## src/rtl/bcd_excess_converter.sv

```systemverilog
// Multi-digit BCD <-> excess-BIAS converter. One digit per clock, LSD first,
// with a start/busy/done handshake and a sticky invalid-digit flag.
module bcd_excess_converter #(
  parameter int DIGITS = 4,
  parameter int BIAS   = 3
) (
  input  logic                  clk,
  input  logic                  rst,
  input  logic                  start,
  input  logic                  mode,
  input  logic [4*DIGITS-1:0]   din,
  output logic                  busy,
  output logic                  done,
  output logic [4*DIGITS-1:0]   dout,
  output logic                  err
);

  localparam int IDX_W = (DIGITS > 1) ? $clog2(DIGITS) : 1;
  localparam logic [IDX_W-1:0] LAST = IDX_W'(DIGITS - 1);

  typedef enum logic [1:0] {IDLE, CONV, DONE} state_t;

  state_t               state;
  logic [IDX_W-1:0]     idx;
  logic [4*DIGITS-1:0]  operand;
  logic                 mode_r;

  logic [3:0] digit;
  logic [3:0] conv_digit;
  logic       conv_bad;
  logic [4:0] diff;

  always_comb begin
    digit = 4'h0;
    for (int i = 0; i < DIGITS; i++) begin
      if (idx == IDX_W'(i)) digit = operand[i*4 +: 4];
    end
  end

  // Reverse range check via a 5-bit subtract: a borrow means e < BIAS.
  always_comb begin
    diff       = {1'b0, digit} - 5'(BIAS);
    conv_digit = 4'hF;
    conv_bad   = 1'b1;
    if (!mode_r) begin
      if (digit <= 4'd9) begin
        conv_digit = digit + 4'(BIAS);
        conv_bad   = 1'b0;
      end
    end else begin
      if (!diff[4] && (diff[3:0] <= 4'd9)) begin
        conv_digit = diff[3:0];
        conv_bad   = 1'b0;
      end
    end
  end

  always_ff @(posedge clk or posedge rst) begin
    if (rst) begin
      state   <= IDLE;
      idx     <= '0;
      operand <= '0;
      mode_r  <= 1'b0;
      busy    <= 1'b0;
      done    <= 1'b0;
      err     <= 1'b0;
      dout    <= '0;
    end else begin
      done <= 1'b0;
      case (state)
        IDLE, DONE: begin
          if (start) begin
            state   <= CONV;
            operand <= din;
            mode_r  <= mode;
            idx     <= '0;
            err     <= 1'b0;
            busy    <= 1'b1;
          end else begin
            state <= IDLE;
          end
        end
        CONV: begin
          for (int i = 0; i < DIGITS; i++) begin
            if (idx == IDX_W'(i)) dout[i*4 +: 4] <= conv_digit;
          end
          if (conv_bad) err <= 1'b1;
          if (idx == LAST) begin
            state <= DONE;
            busy  <= 1'b0;
            done  <= 1'b1;
          end else begin
            idx <= idx + 1'b1;
          end
        end
        default: state <= IDLE;
      endcase
    end
  end

endmodule

```

## config.mk

```make
export PLATFORM = sky130hd
export DESIGN_NAME = bcd_excess_converter
export DESIGN_NICKNAME = d
export VERILOG_FILES = /design/src/rtl/bcd_excess_converter.sv
export SDC_FILE = /design/constraint.sdc
export NUM_CORES = 1
export LEC_CHECK = 0
export CORE_MARGIN = 4
export CORE_UTILIZATION = 30
export DETAILED_ROUTE_END_ITERATION = 12
export PLACE_DENSITY_LB_ADDON = 0.12
export SKIP_CTS_REPAIR_TIMING = 1
export SYNTH_ARGS = -nofsm -noshare
export SYNTH_HDL_FRONTEND = slang
export SYNTH_SLANG_ARGS = --single-unit
export TNS_END_PERCENT = 50
```

## constraint.sdc

```tcl
create_clock -name clk -period 4.35 [get_ports clk]
set_input_delay 0.87 -clock clk [delete_from_list [all_inputs] [get_ports clk]]
set_output_delay 0.87 -clock clk [all_outputs]
set_load 0.005 [all_outputs]
```

**Yosys cells after proc, flatten, opt, wreduce, memory -nomap -nowiden**

Index checks and enable logic that the tools add are counted.

- Register bits after elaboration: 40
- Bits of input ports: 20
- Output and inout bits: 19
- Word-level logic and storage cells: 63

- Add/subtract/negate cells: 3
- $lt $le $gt $ge: 2
- Equality and inequality tests: 9
- Mux-type cells: 24
- Reduce and logical (&&, ||, !) cells: 14

Operator list:

| kind | number |
|---|---|
| $mux 4 | 7 |
| $mux 1 | 10 |
| $reduce_and 2->1 | 5 |
| $reduce_and 3->1 | 3 |
| $le 4x4->1 const B | 2 |
| $ne 2x2->1 const B | 4 |
| $pmux 2 s2 | 2 |
| $eq 2x2->1 const B | 3 |
| $mux 2 | 3 |
| $sub 4x2->5 const B | 1 |
| $add 4x2->4 const B | 1 |
| $eq 2x1->1 const B | 2 |
| $logic_not 2->1 | 2 |
| $pmux 1 s2 | 2 |
| $add 2x1->2 const B | 1 |
| $reduce_bool 2->1 | 1 |
| $reduce_or 2->1 | 1 |
| $logic_and 1x1->1 | 1 |
| $logic_not 1->1 | 1 |

**Logic depth before layout (Yosys ltp)**

Gate-level depths: netlist of the first run.

- Depth in word-level cells: 12
- Gate-level depth with buffers: 12
- Mapped depth without buffers: 11

**Worst setup path after synthesis of the first run**

OpenSTA, ideal clock, no wires.

- Path type: register to register
- Start point: reg idx[1]
- End point: reg dout[12]
- Library setup time: 82 ps
- Arrival: 2279 ps
- Required time: 4268 ps
- Setup slack: 1989 ps
- Cell stages (with the launch flop): 12
- Buffers on the path: 1
- Clock period less this slack: 2361 ps
- Cells stage by stage: dfrtp_1 > inv_1 > ha_1 > buf_2 > nand3b_1 > a311o_2 > inv_2 > ha_1 > nor2b_1 > o31ai_2 > o21ai_1 > a31oi_1

- Cells in the longest elaborated chain, start to end: 10
- Elaborated cells between the ends (all ways): 18
- Classes of those cells: 2 x add/sub; 2 x order compare; 3 x eq/ne; 7 x mux; 4 x reduce/logical

Ends and longest elaborated chain:

| item | line | text |
|---|---|---|
| from (decl) | 24 | `logic [IDX_W-1:0] idx;` |
| from (signal assigned) | 93 | `idx <= idx + 1'b1;` |
| $logic_not 2->1 | 36 | `if (idx == IDX_W'(i)) digit = operand[i*4 +: 4];` |
| $mux 4 (4 in series) | 36 |  |
| $sub 4x2->5 | 42 | `diff = {1'b0, digit} - 5'(BIAS);` |
| $le 4x4->1 or $logic_not 1->1 (tied branches) | 51 | `if (!diff[4] && (diff[3:0] <= 4'd9)) begin` |
| $logic_and 1x1->1 | 51 |  |
| $mux 4 | 51 |  |
| $mux 4 | 45 | `if (!mode_r) begin` |
| to (signal, indexed assignment) | 85 | `if (idx == IDX_W'(i)) dout[i*4 +: 4] <= conv_digit;` |
| to (decl) | 14 | `output logic [4*DIGITS-1:0] dout,` |

Several ways; a longest one is shown, not always the timed one.
A chain may end at the register's enable or synchronous reset.

**Worst setup path in the final report of the first run**

- Start point: reg idx[0]
- End point: reg dout[7]

Same word-level chain as after synthesis.

==> summary.md, run 1 <==
| Metric | Value |
|---|---|
| Pre-CTS WS | `1580 ps` |
| Post-synth cell types | `39` |
| Final instance area | `2520 µm²` |
| Initial DRT Pass Iterations | `4` |
| Worst slew pin tran | `813 ps` |
| Initial antenna violation count | `0` |
| Worst setup path class | `reg2reg` |
| Antenna Cells | `0` |
| Number of global-route vias before repair | `1510` |
| Min cycle time layout | `2790 ps` |
| Synth Instances | `179` |
| Sequential-to-total area share from yosys stat | `0.514` |
| Layout cells sized above 1 | `0.154` |
| IO Pins | `39` |
| WL/cell | `14.4 µm` |
| #FFs+latches synth | `40` |
| Critical path data arrival time | `2960 ps` |
| H-tree lvl count | `2` |
| Setup TNS | `0 ps` |
| Worst Setup End Kind | `flop` |
| Clk sink count | `40` |
| Layout area overhead | `29.4%` |
| Die Width | `88.5 µm` |
| Status | `finished, final reports clean` |
| Layout Utilization | `0.399` |
| Synthesized area per cell | `10.9 µm²` |
| Overflow after GRT | `0` |
| Root buffer cell | `clkbuf_8` |
| Die ar. | `7840 µm²` |
| Worst min-delay path class | `reg2reg` |
| Non-Filler Instances | `298` |
| Slew Limit Headroom | `0.457` |
| Core Box Area | `6310 µm²` |
| Pleak | `1.07 nW` |
| Worst-path fanout max | `13` |
| Largest net degree at the start of global routing | `23` |
| First-pass GRT wire length | `7.42 mm` |
| Netlist Area Pre-Place | `1950 µm²` |
| Site row count | `29` |
| Synth Net Count | `206` |
| DP HPWL | `3.33 mm` |
| Unrepaired setup endpoints after global routing | `no` |
| Worst clock skew | `10.5 ps` |
| Maxcap violations | `0` |
| Post-Place Cells | `290` |
| Tot GR Track Use | `0.123` |
| Final hold viol count | `0` |
| Initial core utilization | `0.308` |
| Clock Latency Late Sink | `290 ps` |
| Startpoint class of the critical path | `flop` |
| Final max-slew violation count | `0` |
| Layout Nets | `247` |
| Synth Warn # | `0` |
| Worst EP required | `4520 ps` |
| Total power | `2.16 mW` |
| # DRC | `0` |
| Setup WS post-layout | `1560 ps` |
| # setup viols final | `0` |
| Die H | `88.5 µm` |
| Final wirelength | `4.28 mm` |
| 1st-iter DRT viols | `83` |
| Total CTS buffers | `5` |
| VDD IR max | `0.284 mV` |
| TritonCTS clock tree | `built` |
| Clock Path Buffers | `2` |
| Final antenna-violating net count | `0` |
| Fmax | `358 MHz` |
| Final hold slack | `479 ps` |
| Port Buffers | `38` |
| Final GP Congestion | `0.855` |
| Final Cycle Share | `0.642` |
| Clock Pin Slew Worst Setup and Hold Paths | `80 ps` |
| Routed vias/inst | `4.83` |
| Placed inst area | `2410 µm²` |
| P per Cell Area | `860 nW/µm²` |
| Vias after detailed routing | `1438` |
[final cells by class]
class / count / area [µm²]
Clock buffer: 6 / 72.6
Clock inverter: 2 / 35.0
Fill cell: 644 / 3800
Inverter: 12 / 45.0
Multi-Input combinational cell: 121 / 872
Sequential cell: 40 / 1000
Tap cell: 77 / 96.3
Timing Repair Buffer: 40 / 395
[synthesized netlist by cell type]
| master | count | share of area |
|---|---|---|
| nand2b_1 | 1 | 0.0032 |
| clkbuf_1 | 4 | 0.0077 |
| mux2i_1 | 1 | 0.0051 |
| a221oi_2 | 1 | 0.0077 |
| o31ai_1 | 4 | 0.015 |
| a22oi_1 | 1 | 0.0039 |
| a311o_2 | 1 | 0.0058 |
| a311oi_1 | 1 | 0.0045 |
| a211oi_1 | 3 | 0.012 |
| nand3b_1 | 4 | 0.015 |
| nand2_1 | 24 | 0.046 |
| a211o_1 | 1 | 0.0045 |
| a21o_1 | 2 | 0.0077 |
| o22ai_1 | 1 | 0.0032 |
| a211oi_2 | 1 | 0.0064 |
| o21ai_0 | 7 | 0.018 |
| a311o_1 | 2 | 0.010 |
| a22o_1 | 2 | 0.0090 |
| nor2_2 | 1 | 0.0032 |
| inv_1 | 11 | 0.021 |
| o21ai_1 | 5 | 0.013 |
| buf_4 | 1 | 0.0039 |
| a311oi_2 | 2 | 0.015 |
| o32ai_2 | 1 | 0.0084 |
| o21ai_2 | 1 | 0.0045 |
| nor2b_1 | 6 | 0.019 |
| ha_1 | 7 | 0.045 |
| o31ai_2 | 1 | 0.0064 |
| xnor2_1 | 1 | 0.0045 |
| dfrtp_1 | 40 | 0.51 |
| and3_1 | 1 | 0.0032 |
| a21oi_1 | 7 | 0.018 |
| buf_2 | 1 | 0.0026 |
| a31oi_1 | 1 | 0.0032 |
| nor3b_1 | 4 | 0.015 |
| nor2_1 | 10 | 0.019 |
| a2111oi_0 | 1 | 0.0045 |
| mux2_2 | 15 | 0.087 |
| inv_2 | 1 | 0.0019 |
[layout by cell type, fill, tap and decap left out, types with 2 or more instances in the layout]
| cell type | count |
|---|---|
| o31ai_1 | 4 |
| buf_4 | 2 |
| a22o_1 | 2 |
| nor3b_1 | 4 |
| a211oi_1 | 3 |
| inv_1 | 11 |
| a21o_1 | 2 |
| ha_1 | 7 |
| clkbuf_8 | 5 |
| o21ai_0 | 7 |
| o21ai_1 | 5 |
| nor2b_1 | 6 |
| dfrtp_1 | 40 |
| a311oi_2 | 2 |
| clkdlybuf4s50_1 | 38 |
| a311o_1 | 2 |
| nand3b_1 | 4 |
| mux2_2 | 15 |
| nand2_1 | 24 |
| nor2_1 | 10 |
| a21oi_1 | 7 |
[critical path: stages (launching register included)]
cell and delay [ps]:
dfrtp_1 410, ha_1 480, nor2_2 140, a311o_2 430, inv_2 120, ha_1 280, a311oi_1 160, o32ai_2 470
o21ai_0 160
[per-layer routing]
metal / global-route usage / vias up / share of wire
met5: 0 / - / 0
met4: 0.0467 / 0 / 0.020
met3: 0.0372 / 8 / 0.063
met2: 0.192 / 40 / 0.43
met1: 0.161 / 670 / 0.49
li1: - / 720 / -
[cell families (layout without fill, tap and decap cells)]
family	after synthesis	in the layout	synth area share
compound gates	46	46	0.181
xor+xnor	1	1	0.00450
fa+ha+maj	7	7	0.0450
buf+inv	18	60	0.0373
flops	40	40	0.514
mux	16	16	0.0920
simple gates	51	51	0.125
[power by group]
part           total (mW)  switching (mW)  internal (mW)
combinational        1.20           0.643          0.553
sequential          0.669           0.115          0.554
clock               0.300           0.129          0.170
[path summary, 6_finish.rpt]
| check | startpoint | end | slack, ps | cells after the start |
|---|---|---|---|---|
| worst max-delay path | idx[0] | dout[7] | 1560 | 8 |
| worst min-delay path | busy | busy | 480 | 1 |
| worst max register to register | idx[0] | dout[7] | 1560 | 8 |
| worst min register to register | busy | busy | 480 | 1 |
| max in group asynchronous | rst | operand[2] | 2550 | 3 |
| min in group asynchronous | rst | dout[15] | 1030 | 2 |
[registers in the layout (all words and copies together) (netlist names)]
name,count
idx,2
dout,16
busy,1
done,1
mode_r,1
err,1
operand,16
state,2
Note: power is estimated with default switching activity, not from simulation.
==> inputs of run 2 (changes only) <==
==> constraint.sdc (replaced) <==
create_clock -name clk -period 2.8 [get_ports clk]
set_input_delay 0.56 -clock clk [delete_from_list [all_inputs] [get_ports clk]]
set_output_delay 0.56 -clock clk [all_outputs]
set_load 0.005 [all_outputs]
==> run 2 against run 1 <==
Utilization increased by 1.8 points. First-iteration DRC count up 1.2%. Clock power is 56% higher. Design area increased by 4.6%. Worst setup slack worse by 1400 ps. Largest power group unchanged. Highest routed layer unchanged.
==> summary.md, run 2 (synthesis results as in run 1) <==
| Metric | Value |
|---|---|
| Status | `finished, final reports clean` |
| Critical path data arrival time | `2790 ps (-170 ps)` |
| # setup viols final | `0 (unchanged)` |
| Overflow after GRT | `0 (unchanged)` |
| Clk sink count | `40 (unchanged)` |
| Placed inst area | `2440 µm² (+1.1%)` |
| Port Buffers | `38 (unchanged)` |
| Die Width | `88.5 µm (unchanged)` |
| Worst reg2reg path depth | `9 (+1)` |
| Worst reg2reg startpoint | `idx[0]` |
| H-tree lvl count | `2 (unchanged)` |
| Most common cell after layout, fill and taps aside | `dfrtp_1` |
| Commonest non-fill, non-tap cells in the layout | `40 x dfrtp_1, 38 x clkdlybuf4s50_1, 24 x nand2_1, 15 x mux2_2` |
| Setup crit end | `dout[6]` |
| Critical Path Start | `idx[0]` |
| IO Pins | `39 (unchanged)` |
| Root buffer cell | `clkbuf_8` |
| Final hold viol count | `0 (unchanged)` |
| Worst EP required | `2970 ps (-1550 ps)` |
| Final max-slew violation count | `0 (unchanged)` |
| Worst Setup End Kind | `flop` |
| Layout cells sized above 1 | `0.209 (+0.0550)` |
| Initial DRT Pass Iterations | `4 (unchanged)` |
| Layout area overhead | `35.3%` |
| Startpoint class of the critical path | `flop` |
| Min cycle time layout | `2620 ps (-166 ps)` |
| Worst path depth | `9 (+1)` |
| Critical-path cell list | `inv_1 > ha_2 > a211oi_1 > a221oi_4 > buf_4 > ha_2 > a2111oi_0 > a211o_1 > o21ai_1` |
| Antenna Cells | `0 (unchanged)` |
| Slowest stage delay, CP | `440 ps (-40 ps)` |
| VDD IR max | `0.582 mV (+110%)` |
| Slowest-stage cell, CP | `dfrtp_1` |
| Number of global-route vias before repair | `1489 (-1.4%)` |
| Worst Path Buf+Inv | `2 (+1)` |
| DP HPWL | `3.27 mm (-1.9%)` |
| Final GP Congestion | `0.839 (-1.9%)` |
| P per Cell Area | `1380 nW/µm² (+61%)` |
| 1st-iter DRT viols | `84 (+1.2%)` |
| Worst Hold Launch | `dout[5]` |
| Final wirelength | `4.42 mm (+3.2%)` |
| Clock Latency Late Sink | `290 ps (about the same)` |
| Non-Filler Instances | `302 (+1.3%)` |
| Setup TNS | `0 ps (unchanged)` |
| Pleak | `1.09 nW (+2.1%)` |
| Largest net degree at the start of global routing | `41 (+78%)` |
| Worst setup path class | `reg2reg` |
| Clock Path Buffers | `2 (unchanged)` |
| # DRC | `0 (unchanged)` |
| Final instance area | `2630 µm² (+4.6%)` |
| Die H | `88.5 µm (unchanged)` |
| Most used cell, CP | `ha_2` |
| First-pass GRT wire length | `7.43 mm (+0.19%)` |
| Worst clock skew | `6.48 ps (-4.05 ps)` |
| Slew Limit Headroom | `0.611 (+0.154)` |
| Routed vias/inst | `4.85 (+0.46%)` |
| Maxcap violations | `0 (unchanged)` |
| Die ar. | `7840 µm² (unchanged)` |
| Fmax | `381 MHz (+6.3%)` |
| Worst-path fanout max | `8 (-5)` |
| Initial core utilization | `0.308 (unchanged)` |
| Total power | `3.64 mW (+68%)` |
| Worst hold path depth | `2 (+1)` |
| Worst min-delay path class | `reg2reg` |
| Site row count | `29 (unchanged)` |
| Reg-to-reg slack, setup | `180 ps (-1380 ps)` |
| Layout Utilization | `0.417 (+0.0182)` |
| Clock Pin Slew Worst Setup and Hold Paths | `80 ps (about the same)` |
| Delay-heaviest family, CP | `compound AO/OA/AOI/OAI gates` |
| Final antenna-violating net count | `0 (unchanged)` |
| R2R Path End | `dout[6]` |
| Vias after detailed routing | `1464 (+1.8%)` |
| Core Box Area | `6310 µm² (unchanged)` |
| Final Cycle Share | `0.937 (+0.296)` |
| WL/cell | `14.6 µm (+1.9%)` |
| Layout Nets | `251 (+1.6%)` |
| Worst slew pin tran | `582 ps (-231 ps)` |
| Tot GR Track Use | `0.123 (+0.000146)` |
| Total CTS buffers | `5 (unchanged)` |
| Initial antenna violation count | `0 (unchanged)` |
| Biggest regs | `dout (16), operand (16)` |
| Post-Place Cells | `292 (+0.69%)` |
| TritonCTS clock tree | `built` |
[run 2: cell count changes in the layout (fill, tap and decap cells not counted), sizes merged]
cell,before,now
buf,2,6
clkinvlp,0,1
clkbuf,6,5
[run 2: per-layer routing]
layer	global-route usage	vias up	part of all wire	wire, µm
met5	0	-	0	0
met4	0.0371	0	0.0061	27
met2	0.196	38	0.44	1930
met1	0.164	701	0.50	2190
li1	-	723	-	-
met3	0.0345	2	0.061	269
[run 2: area by class of cell]
class,instances,area [µm²]
Clock buffer,5,68.8
Clock inverter,3,42.5
Fill cell,619,3680
Inverter,12,45.0
Multi-Input combinational cell,121,941
Sequential cell,40,1000
Tap cell,77,96.3
Timing Repair Buffer,44,438
[run 2: power by group]
| part | internal (mW) | leakage [nW] | switching [mW] |
|---|---|---|---|
| clock | 0.264 | 0.0541 | 0.204 |
| combinational | 0.994 | 0.567 | 1.14 |
| sequential | 0.860 | 0.473 | 0.182 |
| total | 2.12 | 1.09 | 1.52 |
[run 2: worst register-to-register path: stages, from the launching register on]
cell       delay [ps]
dfrtp_1           440
inv_1             140
ha_2              260
a211oi_1          370
a221oi_4          130
buf_4             160
ha_2              200
a2111oi_0         440
a211o_1           270
o21ai_1           100
[run 2: how the worst min path moves through the flow]
stage / slack, ps / endpoint
6_report: 490 / dout[5]
5_1_grt: 500 / dout[5]
4_1_cts: 490 / dout[5]
3_5_place_dp: 470 / dout[3]
3_3_place_gp: 460 / dout[9]
2_1_floorplan: 470 / dout[13]
[run 2: per-stage QoR]
stage,hold WS (ps),setup WS (ps)
5_1_grt,501,-9.24
2_1_floorplan,473,439
3_5_place_dp,470,17.5
3_3_place_gp,462,-29.0
4_1_cts,489,-8.64
6_report,486,175
==> inputs of run 3 (changes only) <==
==> constraint.sdc (replaced) <==
create_clock -name clk -period 2.8 [get_ports clk]
set_input_delay 0.56 -clock clk [delete_from_list [all_inputs] [get_ports clk]]
set_output_delay 0.56 -clock clk [all_outputs]
set_load 0.05 [all_outputs]
==> results of run 3 <==
Same layout as run 2 (identical final DEF). Status: finished, final reports clean.
Power of run 3 is left out: the tool's default activity adds up to more than one toggle a clock period on the data nets, which glitch-free logic cannot reach.
